File: src/rtl/serial_load_arbiter.sv
// rtl/serial_load_arbiter.sv - paced download FIFO merged with UART bytes into the ACIA receive stream (option: SERIAL_LOAD_LINE_DELAY_EN)

module serial_load_arbiter #(
    parameter int CLK_HZ        = 50000000,
    parameter int FIFO_DEPTH    = 16,
    parameter int LINE_DELAY_MS = 20
) (
    input  logic       clk,
    input  logic       reset,
    input  logic       baud_rate,
    input  logic       dl_active,
    input  logic       dl_valid,
    input  logic [7:0] dl_data,
    output logic       dl_ready,
    input  logic       uart_valid,
    input  logic [7:0] uart_data,
    output logic       out_valid,
    output logic [7:0] out_data,
    input  logic       out_ready,
    output logic       uart_drop,
    output logic       busy
);

    localparam int CNT_W = 21;
    localparam int AW    = $clog2(FIFO_DEPTH);

    // Character time in clocks: 10 bit times per byte at the selected baud.
    localparam logic [CNT_W-1:0] CHAR_FAST = CNT_W'(CLK_HZ * 10 / 9600);
    localparam logic [CNT_W-1:0] CHAR_SLOW = CNT_W'(CLK_HZ * 10 / 300);
`ifdef SERIAL_LOAD_LINE_DELAY_EN
    localparam logic [CNT_W-1:0] LINE_TERM = CNT_W'(CLK_HZ / 1000 * LINE_DELAY_MS);
`endif
    localparam logic [AW:0] FIFO_FULL = (AW + 1)'(FIFO_DEPTH);

`ifdef SERIAL_LOAD_LINE_DELAY_EN
    typedef enum logic [1:0] {S_IDLE = 2'd0, S_SEND = 2'd1, S_GAP = 2'd2, S_LINE = 2'd3} state_t;
`else
    typedef enum logic [1:0] {S_IDLE = 2'd0, S_SEND = 2'd1, S_GAP = 2'd2} state_t;
`endif

    state_t           state, state_nxt;
    logic [CNT_W-1:0] cnt, cnt_nxt;
    logic [CNT_W-1:0] term;
    logic             src_uart;

    logic [7:0]       mem [FIFO_DEPTH];
    logic [AW-1:0]    wr_ptr, rd_ptr;
    logic [AW:0]      count;
    logic             push, pop;

    logic             hold_full;
    logic [7:0]       hold_data;
    logic             hold_load, hold_take;

    assign dl_ready  = (count != FIFO_FULL);
    assign push      = dl_valid & dl_ready;
    assign out_valid = (state == S_SEND);
    assign busy      = (state != S_IDLE) | (count != '0) | hold_full;
    assign term      = baud_rate ? CHAR_SLOW : CHAR_FAST;

    // UART bytes are only taken while no download runs and the hold slot is free.
    assign hold_load = uart_valid & ~dl_active & ~hold_full;

    // Next-state logic: UART hold wins over the FIFO; only download bytes are paced.
    always_comb begin
        state_nxt = state;
        cnt_nxt   = cnt;
        pop       = 1'b0;
        hold_take = 1'b0;
        case (state)
            S_IDLE: begin
                if (hold_full) begin
                    hold_take = 1'b1;
                    state_nxt = S_SEND;
                end else if (count != '0) begin
                    pop       = 1'b1;
                    state_nxt = S_SEND;
                end
            end
            S_SEND: begin
                if (out_ready) begin
                    cnt_nxt   = '0;
                    state_nxt = src_uart ? S_IDLE : S_GAP;
                end
            end
            S_GAP: begin
                // >= so a baud switch that shortens the terminal exits at once.
                if (cnt >= term - 1'b1) begin
                    cnt_nxt = '0;
`ifdef SERIAL_LOAD_LINE_DELAY_EN
                    state_nxt = (out_data == 8'h0D) ? S_LINE : S_IDLE;
`else
                    state_nxt = S_IDLE;
`endif
                end else begin
                    cnt_nxt = cnt + 1'b1;
                end
            end
`ifdef SERIAL_LOAD_LINE_DELAY_EN
            S_LINE: begin
                if (cnt >= LINE_TERM - 1'b1) begin
                    cnt_nxt   = '0;
                    state_nxt = S_IDLE;
                end else begin
                    cnt_nxt = cnt + 1'b1;
                end
            end
`endif
            default: begin
                cnt_nxt   = '0;
                state_nxt = S_IDLE;
            end
        endcase
    end

    // State, pacing counter and the output byte register.
    always_ff @(posedge clk or posedge reset) begin
        if (reset) begin
            state    <= S_IDLE;
            cnt      <= '0;
            out_data <= 8'h00;
            src_uart <= 1'b0;
        end else begin
            state <= state_nxt;
            cnt   <= cnt_nxt;
            if (hold_take) begin
                out_data <= hold_data;
                src_uart <= 1'b1;
            end else if (pop) begin
                out_data <= mem[rd_ptr];
                src_uart <= 1'b0;
            end
        end
    end

    // Download FIFO storage; contents need no reset since count gates reads.
    always_ff @(posedge clk) begin
        if (push) begin
            mem[wr_ptr] <= dl_data;
        end
    end

    // Download FIFO pointers and occupancy.
    always_ff @(posedge clk or posedge reset) begin
        if (reset) begin
            wr_ptr <= '0;
            rd_ptr <= '0;
            count  <= '0;
        end else begin
            if (push) begin
                wr_ptr <= wr_ptr + 1'b1;
            end
            if (pop) begin
                rd_ptr <= rd_ptr + 1'b1;
            end
            case ({push, pop})
                2'b10:   count <= count + 1'b1;
                2'b01:   count <= count - 1'b1;
                default: count <= count;
            endcase
        end
    end

    // UART hold register and drop pulse for bytes that cannot be held.
    always_ff @(posedge clk or posedge reset) begin
        if (reset) begin
            hold_full <= 1'b0;
            hold_data <= 8'h00;
            uart_drop <= 1'b0;
        end else begin
            uart_drop <= uart_valid & ~hold_load;
            if (hold_load) begin
                hold_full <= 1'b1;
                hold_data <= uart_data;
            end else if (hold_take) begin
                hold_full <= 1'b0;
            end
        end
    end

endmodule

File: config.mk
export PLATFORM = sky130hd
export DESIGN_NAME = serial_load_arbiter
export DESIGN_NICKNAME = d
export VERILOG_FILES = /design/src/rtl/serial_load_arbiter.sv
export SDC_FILE = /design/constraint.sdc
export NUM_CORES = 1
export LEC_CHECK = 0
export ABC_AREA = 1
export BUFFER_PORTS_ARGS = -buffer_cell sky130_fd_sc_hd__buf_2
export CAP_MARGIN = 20
export CORE_AREA = 2 2 123 125
export DETAILED_ROUTE_END_ITERATION = 16
export DIE_AREA = 0 0 125 127
export PLACE_DENSITY_LB_ADDON = 0.3
export SLEW_MARGIN = 5
export SYNTH_ARGS = -nofsm -noshare
export SYNTH_HDL_FRONTEND = slang
export SYNTH_SLANG_ARGS = --single-unit
File: constraint.sdc
create_clock -name clk -period 6.1 [get_ports clk]
set_input_delay 0.305 -clock clk [delete_from_list [all_inputs] [get_ports clk]]
set_output_delay 0.305 -clock clk [all_outputs]
set_load 0.02 [all_outputs]
# Word-level counts from Yosys, hierarchy flattened
# Memory sizes are Yosys's and may differ from the RTL's.
# Cells that the tools add are included.
dict set report totals {
  input_bits 23
  ramBits 128
  elab_cells 68
  n_memories 1
  ff_bits 55
  output_inout_bits 12
}
dict set report op_classes {
  eq_ne 8
  bitwise_logic 10
  n_mux 24
  magnitude_cmp 1
  addsub 6
  reduce_logical 8
}
# name depth word_bits rd rd_ports_with_merged_regs write_ports line
set mem_list {}
lappend mem_list {mem 16 8 1 0 1 46} ;# logic [7:0] mem [FIFO_DEPTH];
# operator n
set op_table {}
lappend op_table {{two-way mux 21 bit} 3}
lappend op_table {{case mux 21 bit (3 select lines)} 1}
lappend op_table {{adder 21 x 1 -> 21 bit, second input constant} 1}
lappend op_table {{greater-or-equal comparator 21 bit} 1}
lappend op_table {{subtractor 21 x 1 -> 21 bit, second input constant} 1}
lappend op_table {{two-way mux 8 bit} 2}
lappend op_table {{two-way mux 1 bit} 11}
lappend op_table {{two-way mux 2 bit} 5}
lappend op_table {{case mux 5 bit (2 select lines)} 1}
lappend op_table {{adder 4 x 1 -> 4 bit, second input constant} 2}
lappend op_table {{nonzero test 2 bit} 4}
lappend op_table {{case mux 2 bit (3 select lines)} 1}
lappend op_table {{adder 5 x 1 -> 5 bit, second input constant} 1}
lappend op_table {{!= test 5 bit, second input constant} 1}
lappend op_table {{nonzero test 5 bit} 1}
lappend op_table {{subtractor 5 x 1 -> 5 bit, second input constant} 1}
lappend op_table {{AND 1 bit} 4}
lappend op_table {{equality test 2 x 1 -> 1 bit, second input constant} 2}
lappend op_table {{equality test 2 bit, second input constant} 2}
lappend op_table {{NOT 1 bit} 4}
lappend op_table {{!= test 3 bit, second input constant} 1}
lappend op_table {{AND reduction 3 bit} 1}
lappend op_table {{zero test 2 bit} 1}
lappend op_table {{!= test 2 x 1 -> 1 bit, second input constant} 1}
lappend op_table {{3 further kinds} 4}

# Depth between registers and ports, before layout
dict set report logic_depth {
  ltp_word 6
  mapped_depth 16
  depth_no_buf 15
}

# Least setup slack after synthesis
# Ideal clock, no wire load.
dict set report synth_timing {
  path_kind {reg-to-reg}
  from {register count[0]}
  to {register count[4]}
  arrival_time_ps 2185
  path_slack_ps 3850
  period_less_slack_ps 2250
  setup_ps 65
  path_stages_with_launch 17
  required_time_ps 6035
  n_path_buf 1
  path_cell_list {dfrtp_1 nor2_1 nand3_1 nor2_1 inv_1 nand2_1 inv_2 buf_2 ha_1 xor2_1 ha_1 inv_1 nand2_1 a31oi_1 xor2_1 nand2_1 nand2_1}
}
dict set report synth_via {
  elab_chain_cells 6
  word_cells_on_any_way 12
  cone_classes {add/sub (2); eq/ne (3); mux (4); bitwise (1); reduce/logical (2)}
}
# element line
set synth_rtl {}
lappend synth_rtl {{start: declaration} 48} ;# logic [AW:0] count;
lappend synth_rtl {{start signal: assignment} 157} ;# 2'b10: count <= count + 1'b1;
lappend synth_rtl {{start signal: assignment} 158} ;# 2'b01: count <= count - 1'b1;
lappend synth_rtl {{start signal: assignment} 159} ;# default: count <= count;
lappend synth_rtl {{nonzero test 5 bit (*)} 75} ;# end else if (count != '0) begin
lappend synth_rtl {{two-way mux 1 bit (*)} 75}
lappend synth_rtl {{two-way mux 1 bit (*)} 72} ;# if (hold_full) begin
lappend synth_rtl {{two-way mux 1 bit (*)} 70} ;# case (state)
lappend synth_rtl {{named net pop} 49} ;# logic push, pop;
lappend synth_rtl {{equality test 2 x 1 -> 1 bit / equality test 2 bit (equally long branches)} 156} ;# case ({push, pop})
lappend synth_rtl {{case mux 5 bit (2 select lines) / nonzero test 2 bit (equally long branches)} n/a}
# The timed path passes the listed nets; every way through them passes the cells marked *.
# A chain may end at the register's enable or synchronous reset.

# Worst setup path in the final report
dict set report layout_timing {
  from {register count[0]}
  to {register count[4]}
}
dict set report layout_via {
  elab_chain_cells 6
  word_cells_on_any_way 12
  cone_classes {add/sub (2); eq/ne (3); mux (4); bitwise (1); reduce/logical (2)}
}
# element line
set layout_rtl {}
lappend layout_rtl {{nonzero test 5 bit} 75}
lappend layout_rtl {{two-way mux 1 bit} 75}
lappend layout_rtl {{two-way mux 1 bit} 72}
lappend layout_rtl {{two-way mux 1 bit} 70}
lappend layout_rtl {{equality test 2 x 1 -> 1 bit / equality test 2 bit (equally long branches)} 156}
lappend layout_rtl {{case mux 5 bit (2 select lines) / nonzero test 2 bit (equally long branches)} n/a}
# Parallel ways exist; a longest one is shown, timed or not.

==> results.md <==
- Total CTS buffers: 17
- Number of nets with antenna violations after detailed routing: 0
- Slowest library cell on the worst path: sky130_fd_sc_hd__dfrtp_1
- Number of port buffers: 34
- Shortest clock period the worst path allows after layout: 2.52 ns
- Final sum of negative setup slack: 0 ns
- Count of nets after finishing: approximately 960
- Post-synthesis area per instance: 9.70 um^2
- Worst ir drop on vdd: 313 uV
- Overall die area: 0.0159 mm^2
- Synthesized instance count: between 800 and 900
- H-tree depth reported by CTS: 4
- Dominant delay contributor by cell family on the critical path: simple AND/OR/NAND/NOR gates
- WS Path Type: flip-flop to flip-flop
- Period utilisation layout: around two fifths
- Unique masters post-synth: 32
- Synthesized Nets: 932
- Clock input transition at the sequential cells of the worst setup and hold paths: around 0.07 ns
- Leakage power of the design: roughly 0.0041 uW
- Cell Count, Final, Fillers Out: 1110
- Startpoint type of the worst setup path: flip-flop
- Wire length reported by the detailed router: 18600 um
- Max Fclk: 397 MHz
- Number of sinks driven by the clock tree: 183
- Effective utilization at floorplan: 59.7%
- Ratio of cells with drive above 1 in the final layout: between 10% and 20%
- Flip-flop and latch count after synthesis: 183
- Power per Cell Area: 437 mW/mm^2
- Area added between synthesis and finish: 10.0%
- Post-DP HPWL: 11900 um
- Number of failing setup endpoints in the final timing report: 0
- Wire length of the first global-routing pass: 30600 um
- Clock tree from TritonCTS: done
- Total number of placement rows: 44
- Required time reported for the critical path endpoint: 6.47 ns
- Via count of the first global-routing pass: around 5900
- Global route overflow: 0
- Antenna fix cells: 0
- Most Frequent Cell on Critical Path: sky130_fd_sc_hd__nand2_1
- Maximum number of pins on one net before global-route repair: 85
- Post-placement cell count: 1078
- Buffer type at the clock tree root: sky130_fd_sc_hd__clkbuf_16
- Largest fanout on the critical path: 16
- Number of post-CTS setup repair buffers: 0
- Number of gates resized after CTS: 0
- Global-route usage over all layers: 24.7%
- Max-slew violations: 0
- Synth Warn #: 0
- Count of buffering cells on the critical path with inverters included: 3
- I/O pins: 35
- Router iterations before antenna repair: 5
- Number of fill cells in the layout: 1134
- Clock tree buffer depth: 2
- Hold crit path type: input port to asynchronous set/reset pin
- Worst-Skew Late Latency: 0.44 ns
- Cells along the critical path: nor2_1 -> nand3_1 -> nor2_1 -> inv_1 -> nand2_1 -> inv_2 -> ha_1 -> xor2_1 -> ha_1 -> inv_1 -> nand2_1 -> a31oi_1 -> xor2_1 -> nand2_1 -> nand2_1
- Layout Skew: a little over 0.009 ns
- Die extent in x: 125 um
- Status: complete, no violations
- Headroom to the max-slew limit: roughly two fifths
- Crit path DAT: 2.89 ns
- Number of hold violations in the final report: 0
- Worst-margin pin slew: 0.879 ns
- Vertical die dimension: roughly 130 um
- Routability-driven placement congestion ratio: 0.913
- Max-capacitance violation count: 0
- Largest stage delay, worst path: 0.42 ns
- Sequential fraction of the synthesis area: 60.6%
- Setup repair after global routing missed its margin: no
- Post-DR wirelength/cell: 16.8 um
- Routed via count divided by cell count: 5.54
- Total DRC errors in the routed layout: 0
- Synth Cell Area: 0.00861 mm^2
- Core ar.: ~0.014 mm^2
- Post-CTS Hold Buffers: 0
- Number of vias after detailed routing: 6146
- Kind of end point of the critical path: flip-flop
- Initial antenna violation count: 0
- Count of routing violations after the opening detailed-route iteration: approximately 520
[where the power goes]
group / leakage [uW] / switching [uW] / internal [uW]
Clock: 0.000286 / 477 / 648
Sequential: 0.00186 / 151 / 1540
Combinational: 0.00192 / 938 / 388
[final cells by class]
class,count,area [um^2],area share (%)
Tap cell,184,230,2.43
Timing Repair Buffer,38,208,2.19
Sequential cell,183,5220,55.1
Clock inverter,13,170,1.80
Inverter,83,312,3.29
Clock buffer,18,429,4.53
Multi-Input combinational cell,591,2910,30.7
[kinds of logic (layout without fill, tap and decap cells)]
| family | count (synthesis) | count (layout) | synth area share [%] |
|---|---|---|---|
| fa+ha+maj | 21 | 21 | 3.05 |
| flops | 183 | 183 | 60.6 |
| compound gates | 70 | 70 | 4.46 |
| simple gates | 472 | 472 | 23.4 |
| xor+xnor | 28 | 28 | 2.85 |
| buf+inv | 114 | 152 | 5.68 |
[state kept, by name, indices dropped and copies added (netlist names)]
name,flops
mem,128
cnt,21
hold_data,8
out_data,8
count,5
rd_ptr,4
wr_ptr,4
state,2
hold_full,1
src_uart,1
uart_drop,1
[cells in the final DEF, fill, tap and decap left out]
cell type                    count
sky130_fd_sc_hd__nand3_2        11
sky130_fd_sc_hd__buf_4           3
sky130_fd_sc_hd__clkinvlp_4      2
sky130_fd_sc_hd__nand3_1        64
sky130_fd_sc_hd__clkbuf_1        1
sky130_fd_sc_hd__xor2_1         21
sky130_fd_sc_hd__inv_1          77
sky130_fd_sc_hd__o22ai_1         1
sky130_fd_sc_hd__a21oi_1        14
sky130_fd_sc_hd__nor2_4          2
sky130_fd_sc_hd__nand3b_1        1
sky130_fd_sc_hd__a31oi_1         1
sky130_fd_sc_hd__nor2_2          4
sky130_fd_sc_hd__nor2_1         96
sky130_fd_sc_hd__o211ai_1       10
sky130_fd_sc_hd__bufinv_16       3
sky130_fd_sc_hd__inv_2           5
sky130_fd_sc_hd__xnor2_1         7
sky130_fd_sc_hd__nand4_1        22
sky130_fd_sc_hd__dfrtp_1        54
sky130_fd_sc_hd__a21oi_2         1
sky130_fd_sc_hd__buf_8           1
sky130_fd_sc_hd__o21ai_1         3
sky130_fd_sc_hd__o21ai_0        39
sky130_fd_sc_hd__nand2_1       269
sky130_fd_sc_hd__dfrtp_2         1
sky130_fd_sc_hd__ha_1           21
sky130_fd_sc_hd__clkbuf_16      17
sky130_fd_sc_hd__edfxtp_1      128
sky130_fd_sc_hd__buf_2          34
sky130_fd_sc_hd__clkinv_1        2
sky130_fd_sc_hd__o21bai_1        1
sky130_fd_sc_hd__nor3_2          1
sky130_fd_sc_hd__clkinv_4        2
sky130_fd_sc_hd__nand2_2         2
sky130_fd_sc_hd__inv_6           5
[synthesized netlist by cell type (all sizes together)]
| library cell | number | area (um^2) |
|---|---|---|
| xnor2 | 7 | 61.3 |
| dfrtp | 55 | 1380 |
| clkbuf | 8 | 30.0 |
| clkinv | 1 | 3.75 |
| nor3 | 1 | 10.0 |
| edfxtp | 128 | 3840 |
| o22ai | 1 | 6.26 |
| a31oi | 1 | 6.26 |
| inv | 82 | 308 |
| buf | 23 | 148 |
| nand3b | 1 | 7.51 |
| nor2 | 102 | 405 |
| o211ai | 10 | 75.1 |
| nand3 | 75 | 430 |
| xor2 | 21 | 184 |
| a21oi | 15 | 78.8 |
| nand2 | 271 | 1020 |
| nand4 | 22 | 138 |
| ha | 21 | 263 |
| o21ai | 42 | 210 |
| o21bai | 1 | 7.51 |
[path summary, 6_finish.rpt]
| path | from | cells past startpoint | to | slack [ns] |
|---|---|---|---|---|
| max | count[0]$_DFFE_PP0P_ | 15 | count[4]$_DFFE_PP0P_ | 3.58 |
| min reg2reg | hold_data[3]$_DFFE_PP0P_ | 2 | hold_data[3]$_DFFE_PP0P_ | 0.48 |
| max in group asynchronous | reset | 3 | rd_ptr[0]$_DFFE_PP0P_ | 5.51 |
| max reg2reg | count[0]$_DFFE_PP0P_ | 15 | count[4]$_DFFE_PP0P_ | 3.58 |
| min in group clk | uart_data[1] | 3 | hold_data[1]$_DFFE_PP0P_ | 0.07 |
| min | reset | 3 | cnt[19]$_DFFE_PP0P_ | 0.06 |
[per-layer routing]
metal | wire length, um | GRT usage [%] | share of wire [%] | vias to the layer above
li1 | - | - | - | 2982
met3 | 888 | 3.85 | 4.8 | 30
met5 | 0 | 0 | 0 | -
met1 | 8050 | 32.9 | 43 | 2964
met4 | 422 | 9.80 | 2.3 | 0
met2 | 9280 | 41.5 | 50 | 170
[through the flow]
| stage | hold WS (ns) | total power [uW] | util (%) | area [um^2] | worst slack, ns |
|---|---|---|---|---|---|
| final | 0.0623 | 4140 | 65.7 | 9480 | 3.58 |
| after global routing | 0.0884 | 4380 | 65.7 | 9480 | 3.35 |
| after CTS | 0.0712 | 4130 | 65.6 | 9460 | 3.59 |
| after detailed placement | 0.463 | 3010 | 61.5 | 8860 | 3.65 |
| after floorplan | 0.404 | 2630 | - | 8610 | 3.85 |
| after global placement | 0.462 | 2980 | 61.5 | 8860 | 3.68 |
[worst min-delay path: stages]
cell and delay [ns]:
sky130_fd_sc_hd__buf_2 0.10, sky130_fd_sc_hd__inv_2 0.03, sky130_fd_sc_hd__buf_4 0.56
Power figures use the tool's default switching activity.
